<file path="config.mk">
export PLATFORM = sky130hd
export DESIGN_NAME = bcd_odo_counter_n
export DESIGN_NICKNAME = d
export VERILOG_FILES = /design/src/rtl/bcd_odo_counter_n.sv
export SDC_FILE = /design/constraint.sdc
export NUM_CORES = 1
export LEC_CHECK = 0
export ABC_AREA = 1
export ABC_CLOCK_PERIOD_IN_PS = 2600
export CORE_MARGIN = 1.5
export CORE_UTILIZATION = 54
export CTS_CLUSTER_DIAMETER = 150
export DETAILED_ROUTE_END_ITERATION = 7
export PLACE_DENSITY = 0.86
export SLEW_MARGIN = 20
export SYNTH_ARGS = -nofsm -noshare
export SYNTH_HDL_FRONTEND = slang
export SYNTH_SLANG_ARGS = --single-unit
</file>
<file path="constraint.sdc">
create_clock -name clk -period 2.6 [get_ports clk]
set_input_delay 0.39 -clock clk [delete_from_list [all_inputs] [get_ports clk]]
set_output_delay 0.39 -clock clk [all_outputs]
set_load 0.02 [all_outputs]
</file>
<file path="src/rtl/bcd_odo_counter_n.sv">
// ============================================================================
//  Module      : bcd_odo_counter_n
//  Description : N-digit BCD odometer with up/down count, synchronous clear
//                and load, and wrap or saturate behaviour at the range limits.
//  Revision    : 1.0
// ============================================================================
`default_nettype none

module bcd_odo_counter_n #(
    parameter int DIGITS   = 3,
    parameter int SATURATE = 0
) (
    input  logic                  clk,
    input  logic                  rst_n,
    input  logic                  clr,
    input  logic                  load,
    input  logic [4*DIGITS-1:0]   load_bcd,
    input  logic                  inc,
    input  logic                  dec,
    output logic [4*DIGITS-1:0]   count_bcd,
    output logic                  ovf,
    output logic                  unf,
    output logic                  load_err,
    output logic                  is_zero,
    output logic                  is_max
);

    localparam int c_W   = 4 * DIGITS;
    localparam bit c_SAT = (SATURATE != 0);

    logic [c_W-1:0]    r_count;
    logic              r_ovf;
    logic              r_unf;
    logic              r_load_err;

    logic [DIGITS:0]   w_carry;
    logic [DIGITS:0]   w_borrow;
    logic [c_W-1:0]    w_inc_val;
    logic [c_W-1:0]    w_dec_val;
    logic [DIGITS-1:0] w_digit_ok;

    logic [c_W-1:0]    w_next;
    logic              w_ovf;
    logic              w_unf;
    logic              w_load_err;

    assign w_carry[0]  = 1'b1;
    assign w_borrow[0] = 1'b1;

    // Carry out of the top digit is set only when every digit is 9, and the
    // borrow out only when every digit is 0, so they double as the flag decodes.
    generate
        for (genvar k = 0; k < DIGITS; k++) begin : g_digit
            logic [3:0] w_d;
            assign w_d = r_count[4*k +: 4];

            assign w_inc_val[4*k +: 4] = !w_carry[k]    ? w_d   :
                                         (w_d == 4'd9)  ? 4'd0  : w_d + 4'd1;
            assign w_carry[k+1]        = w_carry[k] & (w_d == 4'd9);

            assign w_dec_val[4*k +: 4] = !w_borrow[k]   ? w_d   :
                                         (w_d == 4'd0)  ? 4'd9  : w_d - 4'd1;
            assign w_borrow[k+1]       = w_borrow[k] & (w_d == 4'd0);

            assign w_digit_ok[k]       = (load_bcd[4*k +: 4] <= 4'd9);
        end
    endgenerate

    always_comb begin
        w_next     = r_count;
        w_ovf      = 1'b0;
        w_unf      = 1'b0;
        w_load_err = 1'b0;
        if (clr) begin
            w_next = '0;
        end else if (load) begin
            if (&w_digit_ok) begin
                w_next = load_bcd;
            end else begin
                w_load_err = 1'b1;
            end
        end else if (inc && !dec) begin
            w_ovf = w_carry[DIGITS];
            // The ripple result already wraps 9..9 to 0..0; saturation just holds.
            if (!(w_carry[DIGITS] && c_SAT)) begin
                w_next = w_inc_val;
            end
        end else if (dec && !inc) begin
            w_unf = w_borrow[DIGITS];
            if (!(w_borrow[DIGITS] && c_SAT)) begin
                w_next = w_dec_val;
            end
        end
    end

    always_ff @(posedge clk or negedge rst_n) begin
        if (!rst_n) begin
            r_count    <= '0;
            r_ovf      <= 1'b0;
            r_unf      <= 1'b0;
            r_load_err <= 1'b0;
        end else begin
            r_count    <= w_next;
            r_ovf      <= w_ovf;
            r_unf      <= w_unf;
            r_load_err <= w_load_err;
        end
    end

    assign count_bcd = r_count;
    assign ovf       = r_ovf;
    assign unf       = r_unf;
    assign load_err  = r_load_err;
    assign is_zero   = w_borrow[DIGITS];
    assign is_max    = w_carry[DIGITS];

endmodule

`default_nettype wire

</file>
; ---- Yosys cells after proc, flatten, opt, wreduce, memory -nomap -nowiden
; Index checks and enable logic that the tools add are counted.
[word_totals]
input_bits = 18
mem_bits_rw = 0
elab_cells = 64
output_inout_bits = 17
latchBits = 0
mem_count = 0
reg_bits = 15
romBits = 0
[op_classes]
shifts = 0
n_mux = 25
n_mul = 0
n_reduce_logical = 14
div = 0
eq_ne = 6
n_addsub = 6
bitwise_logic = 4
magnitude_cmp = 3
[ops]
columns = op, count
row1 = $mux 12, 5
row2 = $mux 4, 10
row3 = $add 4x1->4 const B, 3
row4 = $eq 4x4->1 const B, 3
row5 = $le 4x4->1 const B, 3
row6 = $logic_not 4->1, 3
row7 = $reduce_bool 4->1, 3
row8 = $sub 4x1->4 const B, 3
row9 = $mux 1, 10
row10 = $ne 4x4->1 const B, 2
row11 = $reduce_and 4->1, 2
row12 = $and 1x1->1, 4
row13 = $ne 3x2->1 const B, 1
row14 = $reduce_and 3->1, 1
row15 = $logic_and 1x1->1, 2
row16 = $logic_not 1->1, 2
row17 = $reduce_and 2->1, 1

; ---- Logic depth before layout (Yosys ltp)
; Gate-level depths: netlist of run 1.
[depth]
depth_word = 7
ltp_mapped = 11
depth_no_buf = 11

; ---- Worst setup path after synthesis of run 1
; No wires, ideal clock.
[synth_timing]
path_type = register to output
from = register r_count[4], in the netlist count_bcd[4]
to = output port is_zero
stages_incl_launch_ff = 7
arrival_ns = 1.405
required_ns = 2.210
setup_slack_ns = 0.805
path_buffers = 0
path_cell_list = dfrtp_1 > inv_1 > ha_1 > nand2_2 > nor2_2 > nand2_1 > nor2_1
[synth_between]
elab_chain_cells = 3
[synth_rtl]
columns = element, line
row1 = from (decl), 31  ; logic [c_W-1:0] r_count;
row2 = from (signal assigned), 103  ; r_count <= w_next;
row3 = $logic_not 4->1, 63  ; assign w_borrow[k+1] = w_borrow[k] & (w_d == 4'd0);
row4 = $and 1x1->1 (2 in a row), 63
row5 = to (decl), 24  ; output logic is_zero,
; No other way between the ends.

; ---- Final worst setup path of run 1
; Ends and elaborated chain as after synthesis.

==> impl_metrics.csv, run 1 <==
group,metric,value,unit
status,status,"finished, final reports clean",
global_route,grtUsageMet2,42.7,%
pwr,share_clk_of_total_power,13.8,%
yosys,synth_largest_area_cell,"sky130_fd_sc_hd__dfrtp_1",
placement,placed_cell_area,0.00183,sq mm
die,floorplan.core_area,0.00252,sq mm
placement,routabilityCongestion,0.976,
route,post_drt_via_cell_ratio,5.45,
route,first_iter_violations,45,
route,routed_wl,3690,microns
global_route,grt-busiest-layer,"met2",
cells_and_area,net_total_in_the_final_layout,289,
pwr,vdd.ir_drop.worst,448,uV
hold_path,hp-class,"primary input to asynchronous set/reset pin",
global_route,grt_pass1_vias,1354,
yosys,yosys_register_bits,15,
pwr,share_of_power_burned_in_combinational_logic,52.8,%
clock_network,numCtsBuffers,3,
yosys,async_flop_share,100,%
timing,relSlewSlack,52.1,%
critical_path,timing_worst_setup_path_type,"flop to output port",
route,detailroute.via_count,1571,
pwr,power.leakage,0.971,nW
clock_network,insertion_delay,0.29,ns
yosys,ys_dominant_reg_cell,"sky130_fd_sc_hd__dfrtp_1",
timing,slew_viol_final,0,
placement,dp_worst_setup_slack,0.351,ns
yosys,mean_syn_cell_area,6.57,sq um
yosys,synth_top_area_share,25.8,%
clock_network,worst_setup_hold_path_clk_slew,0.10,ns
route,ant_nets,0,
yosys,synth_warn,0,
yosys,syn_inst,221,
die,fp-row-count,18,
critical_path,cp-end-kind,"output port",
placement,portBuffers,34,
yosys,netlist_area,0.00145,sq mm
clock_network,cts_hold_buf,0,
pwr,switchingPower,0.000474,W
route,wire_per_inst,12.8,microns
timing,final_cycle_share,86.4,%
timing,finalCriticalPeriod,2.25,ns
timing,grt_setup_unrepaired,"false",
critical_path,arrival,1.86,ns
timing,fin_worst_skew,0.00821,ns
yosys,mappedNetlistNets,251,
cells_and_area,fillerInstances,210,
job,max_cap_violations,0,
global_route,grt_max_degree,16,
clock_network,clk_root_buffer_cell,"sky130_fd_sc_hd__clkbuf_4",
timing,post_route_setup_tns,0,ns
pwr,switching_portion_of_total_power,46.0,%
critical_path,critical_path_peak_fanout,8,
placement,hpwlAfterDp,2800,microns
pwr,internal_power,0.000556,W
yosys,yosys-top-cells-area,"sky130_fd_sc_hd__dfrtp_1 (26%), sky130_fd_sc_hd__nand2_1 (19%), sky130_fd_sc_hd__ha_1 (10%)",
critical_path,timing.critical_path.required,2.21,ns
timing,hold_viol,0,
clock_network,cts_tree,"yes",
yosys,most_repeated_cell_in_the_gate_level_netlist_after_synthesis,"sky130_fd_sc_hd__nand2_1",
clock_network,cts.sink_count,15,
clock_network,buffer_levels_on_the_longest_clock_path,2,
timing,worst_pin_slew,0.716,ns
cells_and_area,stdcell_area,0.00186,sq mm
yosys,ys_top_cells_by_count,"sky130_fd_sc_hd__nand2_1 (74), sky130_fd_sc_hd__nand3_1 (29), sky130_fd_sc_hd__inv_1 (18), sky130_fd_sc_hd__nor2_1 (16), sky130_fd_sc_hd__dfrtp_1 (15)",
timing,final-setup-viol-count,0,
global_route,grt_util_all_layers,27.5,%
timing,setup_ws,0.353,ns
yosys,count_of_different_cell_masters_after_synthesis,25,
global_route,met1_usage,38.7,%
pwr,power_density,554,mW/mm^2
global_route,grt_first_pass_wirelength,5930,microns
cells_and_area,drive_gt1_share,10.9,%
cells_and_area,antenna_cells_inserted,0,
die,die-width,54.9,microns
die,io-pin-count,35,
die,floorplan.die.height,54.9,microns
clock_network,clock_tree.htree_level_count,1,
yosys,synth-seq-area-share,25.8,%
critical_path,worstSetupStartpointType,"flop",
timing,fmax,0.445,GHz
global_route,antenna_found_initial,0,
die,initial_core_util,57.6,%
yosys,synth_edf_count,0,
route,drt-pass1-iter-count,5,
die,design.die.area,0.00301,sq mm
pwr,seq_power_share,33.3,%
route,post-route-drc-count,0,
cells_and_area,flow.area_growth_from_synthesis,28.0,%
global_route,grt_remaining_overflow,0,
global_route,globalRouteMet3Util,3.55,%
## registers in the layout, summed over array words and instances (netlist names)
signal,count
count_bcd,12
load_err,1
ovf,1
unf,1
## repair_timing
action	4_1_cts	5_1_grt
gates resized for setup	0	2
endpoints found under the setup margin	0	2
buffers inserted	0	0
## critical path: stages (launching register included)
cell	delay, ns
sky130_fd_sc_hd__dfrtp_1	0.47
sky130_fd_sc_hd__inv_1	0.15
sky130_fd_sc_hd__ha_1	0.22
sky130_fd_sc_hd__nand2_2	0.09
sky130_fd_sc_hd__nor2_2	0.13
sky130_fd_sc_hd__nand2_1	0.10
sky130_fd_sc_hd__nor2_1	0.16
sky130_fd_sc_hd__dlymetal6s2s_1	0.25
## power by group through the flow
stage	Combinational [W]	Sequential (W)	Clock [W]
after global routing	0.000609	0.000352	0.000154
after detailed placement	0.000537	0.000344	0
after global placement	0.000538	0.000343	0
after floorplan	0.000314	0.000379	0
final	0.000545	0.000343	0.000142
after CTS	0.000542	0.000340	0.000144
## final timing paths
kind | startpoint | endpoint | slack (ns) | cells after the start
min reg2reg | count_bcd[1] | count_bcd[1] | 0.60 | 2
max in group asynchronous | rst_n | count_bcd[8] | 1.63 | 1
max reg2reg | count_bcd[1] | count_bcd[6] | 0.96 | 9
min in group clk | count_bcd[1] | count_bcd[1] | 0.60 | 2
max | count_bcd[4] | is_zero | 0.35 | 7
min | rst_n | count_bcd[2] | 0.51 | 1
## cells in the final DEF, fill, tap and decap left out
cell                              instances
sky130_fd_sc_hd__nand2_1                 74
sky130_fd_sc_hd__clkdlybuf4s50_1         32
sky130_fd_sc_hd__nand3_1                 29
sky130_fd_sc_hd__inv_1                   18
sky130_fd_sc_hd__nor2_1                  16
sky130_fd_sc_hd__dfrtp_1                 15
sky130_fd_sc_hd__ha_1                    12
sky130_fd_sc_hd__o21ai_0                 10
sky130_fd_sc_hd__nor2_4                   6
sky130_fd_sc_hd__nand4_1                  6
sky130_fd_sc_hd__nor2_2                   5
sky130_fd_sc_hd__inv_2                    5
sky130_fd_sc_hd__nand2_2                  4
sky130_fd_sc_hd__o21bai_1                 4
sky130_fd_sc_hd__o21ai_1                  4
sky130_fd_sc_hd__clkbuf_4                 3
sky130_fd_sc_hd__nand2_4                  2
sky130_fd_sc_hd__a21oi_1                  2
sky130_fd_sc_hd__dlymetal6s2s_1           2
sky130_fd_sc_hd__nand3_2                  1
sky130_fd_sc_hd__and3_1                   1
sky130_fd_sc_hd__nor3_1                   1
sky130_fd_sc_hd__a21oi_2                  1
sky130_fd_sc_hd__o211ai_1                 1
sky130_fd_sc_hd__xor2_1                   1
sky130_fd_sc_hd__a21boi_0                 1
sky130_fd_sc_hd__clkbuf_1                 1
sky130_fd_sc_hd__buf_4                    1
## cells by family (layout without fill, tap and decap cells)
logic type	after synthesis	after routing	synth area share, %
AO/OA/AOI/OAI	23	23	9.22
AND/OR/NAND/NOR	145	145	47.4
adder cells (fa/ha/maj)	12	12	10.3
buffers and inverters	25	62	6.63
XOR/XNOR	1	1	0.603
flip-flops	15	15	25.8
## through the flow
stage               utilization [%]  hold slack [ns]  total power (W)  std cells
floorplan                         -           0.0944         0.000693        221
global placement               72.5            0.560         0.000880        284
detailed placement             72.5            0.572         0.000881        284
CTS                            73.5            0.538          0.00103        288
global route                   73.7            0.573          0.00111        288
finish                         73.7            0.512          0.00103        288
## metal layers
metal  share of wire [%]  wire length [microns]
met3                 8.1                    300
met5                   0                      0
met2                  43                   1610
met1                  46                   1690
met4                 2.6                     96
## cell type report
class	count	area, sq um	share of cell area, %
multi-input cells	181	981	52.8
flip-flops and latches	15	375	20.2
repair buffers	35	353	19.0
inverters	23	86.3	4.64
well taps	30	37.5	2.02
clock buffers	4	26.3	1.41
Note: power is estimated with default switching activity, not from simulation.
==> inputs of run 2 (changes only) <==
ABC_AREA = 0   (was 1)
CELL_PAD_IN_SITES_DETAIL_PLACEMENT = 0   (was default)
CELL_PAD_IN_SITES_GLOBAL_PLACEMENT = 1   (was default)
CORE_UTILIZATION = 40   (was 54)
PLACE_DENSITY = default   (was 0.86)
PLACE_DENSITY_LB_ADDON = 0.1   (was default)
==> impl_metrics.csv, run 2 <==
group,metric,value,unit
clock_network,clock_tree.htree_level_count,1,
pwr,power.leakage,0.844,nW
global_route,globalRouteMet3Util,3.70,%
global_route,antenna_found_initial,0,
yosys,synth_top_area_share,25.1,%
critical_path,critPathTopFamily,"buffers and inverters",
timing,whs,0.556,ns
critical_path,worstSetupStartpointType,"flop",
route,post-route-drc-count,0,
route,post_drt_via_cell_ratio,5.79,
global_route,grt_remaining_overflow,0,
critical_path,crit_chain,"buf_4, ha_1, nand3b_1, nor3_1, clkdlybuf4s50_1",
timing,hold_viol,0,
timing,worst_pin_slew,0.680,ns
cells_and_area,max_reg_flops,12,
yosys,yosys-top-cells-area,"sky130_fd_sc_hd__dfrtp_1 (25%), sky130_fd_sc_hd__ha_1 (10%), sky130_fd_sc_hd__mux2_4 (4.0%)",
route,ant_nets,0,
cells_and_area,mostFrequentLayoutCell,"sky130_fd_sc_hd__clkdlybuf4s50_1",
critical_path,cp-end-kind,"output port",
timing,post_route_setup_tns,0,ns
timing,setup_ws,0.0915,ns
yosys,ys_dominant_reg_cell,"sky130_fd_sc_hd__dfrtp_1",
yosys,yosys_register_bits,15,
cells_and_area,flow.area_growth_from_synthesis,32.3,%
clock_network,cts.sink_count,15,
critical_path,timing.critical_path.required,2.21,ns
global_route,grtUsageMet2,35.9,%
critical_path,timing_worst_setup_path_type,"flop to output port",
clock_network,cts_hold_buf,0,
die,io-pin-count,35,
route,first_iter_violations,77,
critical_path,critical_path.n_buffers_inverters,2,
route,wire_per_inst,16.4,microns
global_route,grt_pass1_vias,1376,
cells_and_area,layout_common_cells,"sky130_fd_sc_hd__clkdlybuf4s50_1 (33), sky130_fd_sc_hd__dfrtp_1 (15), sky130_fd_sc_hd__buf_4 (14)",
clock_network,numCtsBuffers,3,
timing,final-setup-viol-count,0,
critical_path,crit_path_slowest_cell,"sky130_fd_sc_hd__clkdlybuf4s50_1",
yosys,mappedNetlistNets,198,
route,drt-pass1-iter-count,4,
pwr,power,0.00119,W
pwr,power_density,600,mW/mm^2
cells_and_area,antenna_cells_inserted,0,
clock_network,clk_root_buffer_cell,"sky130_fd_sc_hd__clkbuf_8",
yosys,async_flop_share,100,%
cells_and_area,stdcell_count,259,
yosys,netlist_area,0.00150,sq mm
clock_network,insertion_delay,0.25,ns
clock_network,cts_post_setup_buffers_inserted,0,
critical_path,critical_path_peak_fanout,9,
yosys,synth-seq-area-share,25.1,%
clock_network,buffer_levels_on_the_longest_clock_path,2,
yosys,ys_top_cells_by_count,"sky130_fd_sc_hd__dfrtp_1 (15), sky130_fd_sc_hd__ha_1 (12), sky130_fd_sc_hd__nor2_1 (12), sky130_fd_sc_hd__inv_1 (11), sky130_fd_sc_hd__o21ai_0 (11)",
critical_path,worst_path_largest_cell_delay,0.66,ns
global_route,grt_max_degree,16,
global_route,grt_first_pass_wirelength,6850,microns
status,status,"finished, final reports clean",
placement,dp_cells,255,
timing,fmax,0.399,GHz
route,routed_wl,4240,microns
die,initial_core_util,41.2,%
yosys,count_of_different_cell_masters_after_synthesis,56,
hold_path,hp-class,"primary input to asynchronous set/reset pin",
global_route,grt-busiest-layer,"met2",
die,floorplan.core_area,0.00363,sq mm
global_route,grt_util_all_layers,21.1,%
critical_path,arrival,2.12,ns
timing,grt_setup_unrepaired,"false",
yosys,synth_largest_area_cell,"sky130_fd_sc_hd__dfrtp_1",
yosys,synth_edf_count,0,
cells_and_area,drive_gt1_share,16.6,%
cells_and_area,net_total_in_the_final_layout,242,
global_route,met1_usage,28.5,%
placement,hpwlAfterDp,3280,microns
die,floorplan.die.height,64.2,microns
cells_and_area,fillerInstances,366,
placement,dp_worst_setup_slack,0.169,ns
yosys,most_repeated_cell_in_the_gate_level_netlist_after_synthesis,"sky130_fd_sc_hd__dfrtp_1",
timing,slew_viol_final,0,
job,max_cap_violations,0,
die,fp-row-count,22,
clock_network,worst_setup_hold_path_clk_slew,0.06,ns
clock_network,cts_tree,"yes",
timing,fin_worst_skew,0.00349,ns
pwr,vdd.ir_drop.worst,307,uV
route,detailroute.via_count,1500,
timing,final_cycle_share,96.5,%
placement,portBuffers,34,
placement,routabilityCongestion,0.863,
die,die-width,64.2,microns
die,design.die.area,0.00412,sq mm
yosys,mean_syn_cell_area,8.91,sq um
yosys,syn_inst,168,
timing,finalCriticalPeriod,2.51,ns
yosys,synth_warn,0,
timing,relSlewSlack,54.5,%
[run 2: stage by stage]
stage / utilization, % / area (sq um)
final: 54.5 / 1980
after global placement: 53.3 / 1940
after CTS: 54.5 / 1980
after detailed placement: 53.3 / 1940
after global routing: 54.5 / 1980
after floorplan: - / 1500
[run 2: timing repair]
action	in CTS	in global routing
endpoints found under the hold margin	0	0
endpoints found under the setup margin	1	0
gates resized for setup	1	0
[run 2: final timing paths]
check | from | to | depth (start not counted) | slack, ns
worst min-delay path | rst_n | count_bcd[0] | 1 | 0.56
min in group clk | count_bcd[4] | count_bcd[4] | 2 | 0.60
worst min register to register | count_bcd[4] | count_bcd[4] | 2 | 0.60
worst max-delay path | count_bcd[8] | is_max | 5 | 0.09
worst max register to register | count_bcd[4] | count_bcd[9] | 7 | 0.54
max in group asynchronous | rst_n | count_bcd[5] | 1 | 1.61
[run 2: worst reg2reg max path, cell delays in order, from the launching register on]
cell and delay [ns]:
sky130_fd_sc_hd__dfrtp_1 0.37, sky130_fd_sc_hd__inv_1 0.12, sky130_fd_sc_hd__ha_1 0.27, sky130_fd_sc_hd__nor3b_1 0.34, sky130_fd_sc_hd__buf_4 0.20, sky130_fd_sc_hd__a21o_1 0.13
sky130_fd_sc_hd__and3_4 0.23, sky130_fd_sc_hd__mux2_4 0.30
[run 2: kinds of logic (layout without fill, tap and decap cells)]
family,after synthesis,count (layout),share of synthesized area (%)
AND/OR/NAND/NOR,57,57,23.7
AO/OA/AOI/OAI,55,55,26.8
buffers and inverters,20,63,7.18
flip-flops,15,15,25.1
adder cells (fa/ha/maj),12,12,10.0
multiplexers,7,7,6.02
XOR/XNOR,2,2,1.17
[run 2: metal layers]
metal  part of all wire, %  wire length [microns]  up-vias
met5                     0                      0        -
met4                  0.71                     30        0
met3                   7.2                    307        2
met2                    46                   1970       72
met1                    46                   1930      711
li1                      -                      -      715
[run 2: power breakdown]
group / internal [W] / leakage (nW) / total, W / switching, W
sequential: 0.000275 / 0.194 / 0.000347 / 0.0000719
clock: 0.000106 / 0.0255 / 0.000189 / 0.0000828
combinational: 0.000333 / 0.625 / 0.000654 / 0.000321
total: 0.000714 / 0.844 / 0.00119 / 0.000476
[run 2: final cells by class]
cell class              instances  area, sq um  share of cell area [%]
multi-input cells             133         1010                    51.2
repair buffers                 48          444                    22.4
flip-flops and latches         15          375                    18.9
well taps                      48         60.1                    3.03
clock buffers                   3         41.3                    2.08
inverters                      11         41.3                    2.08
clock inverters                 1         5.00                   0.253
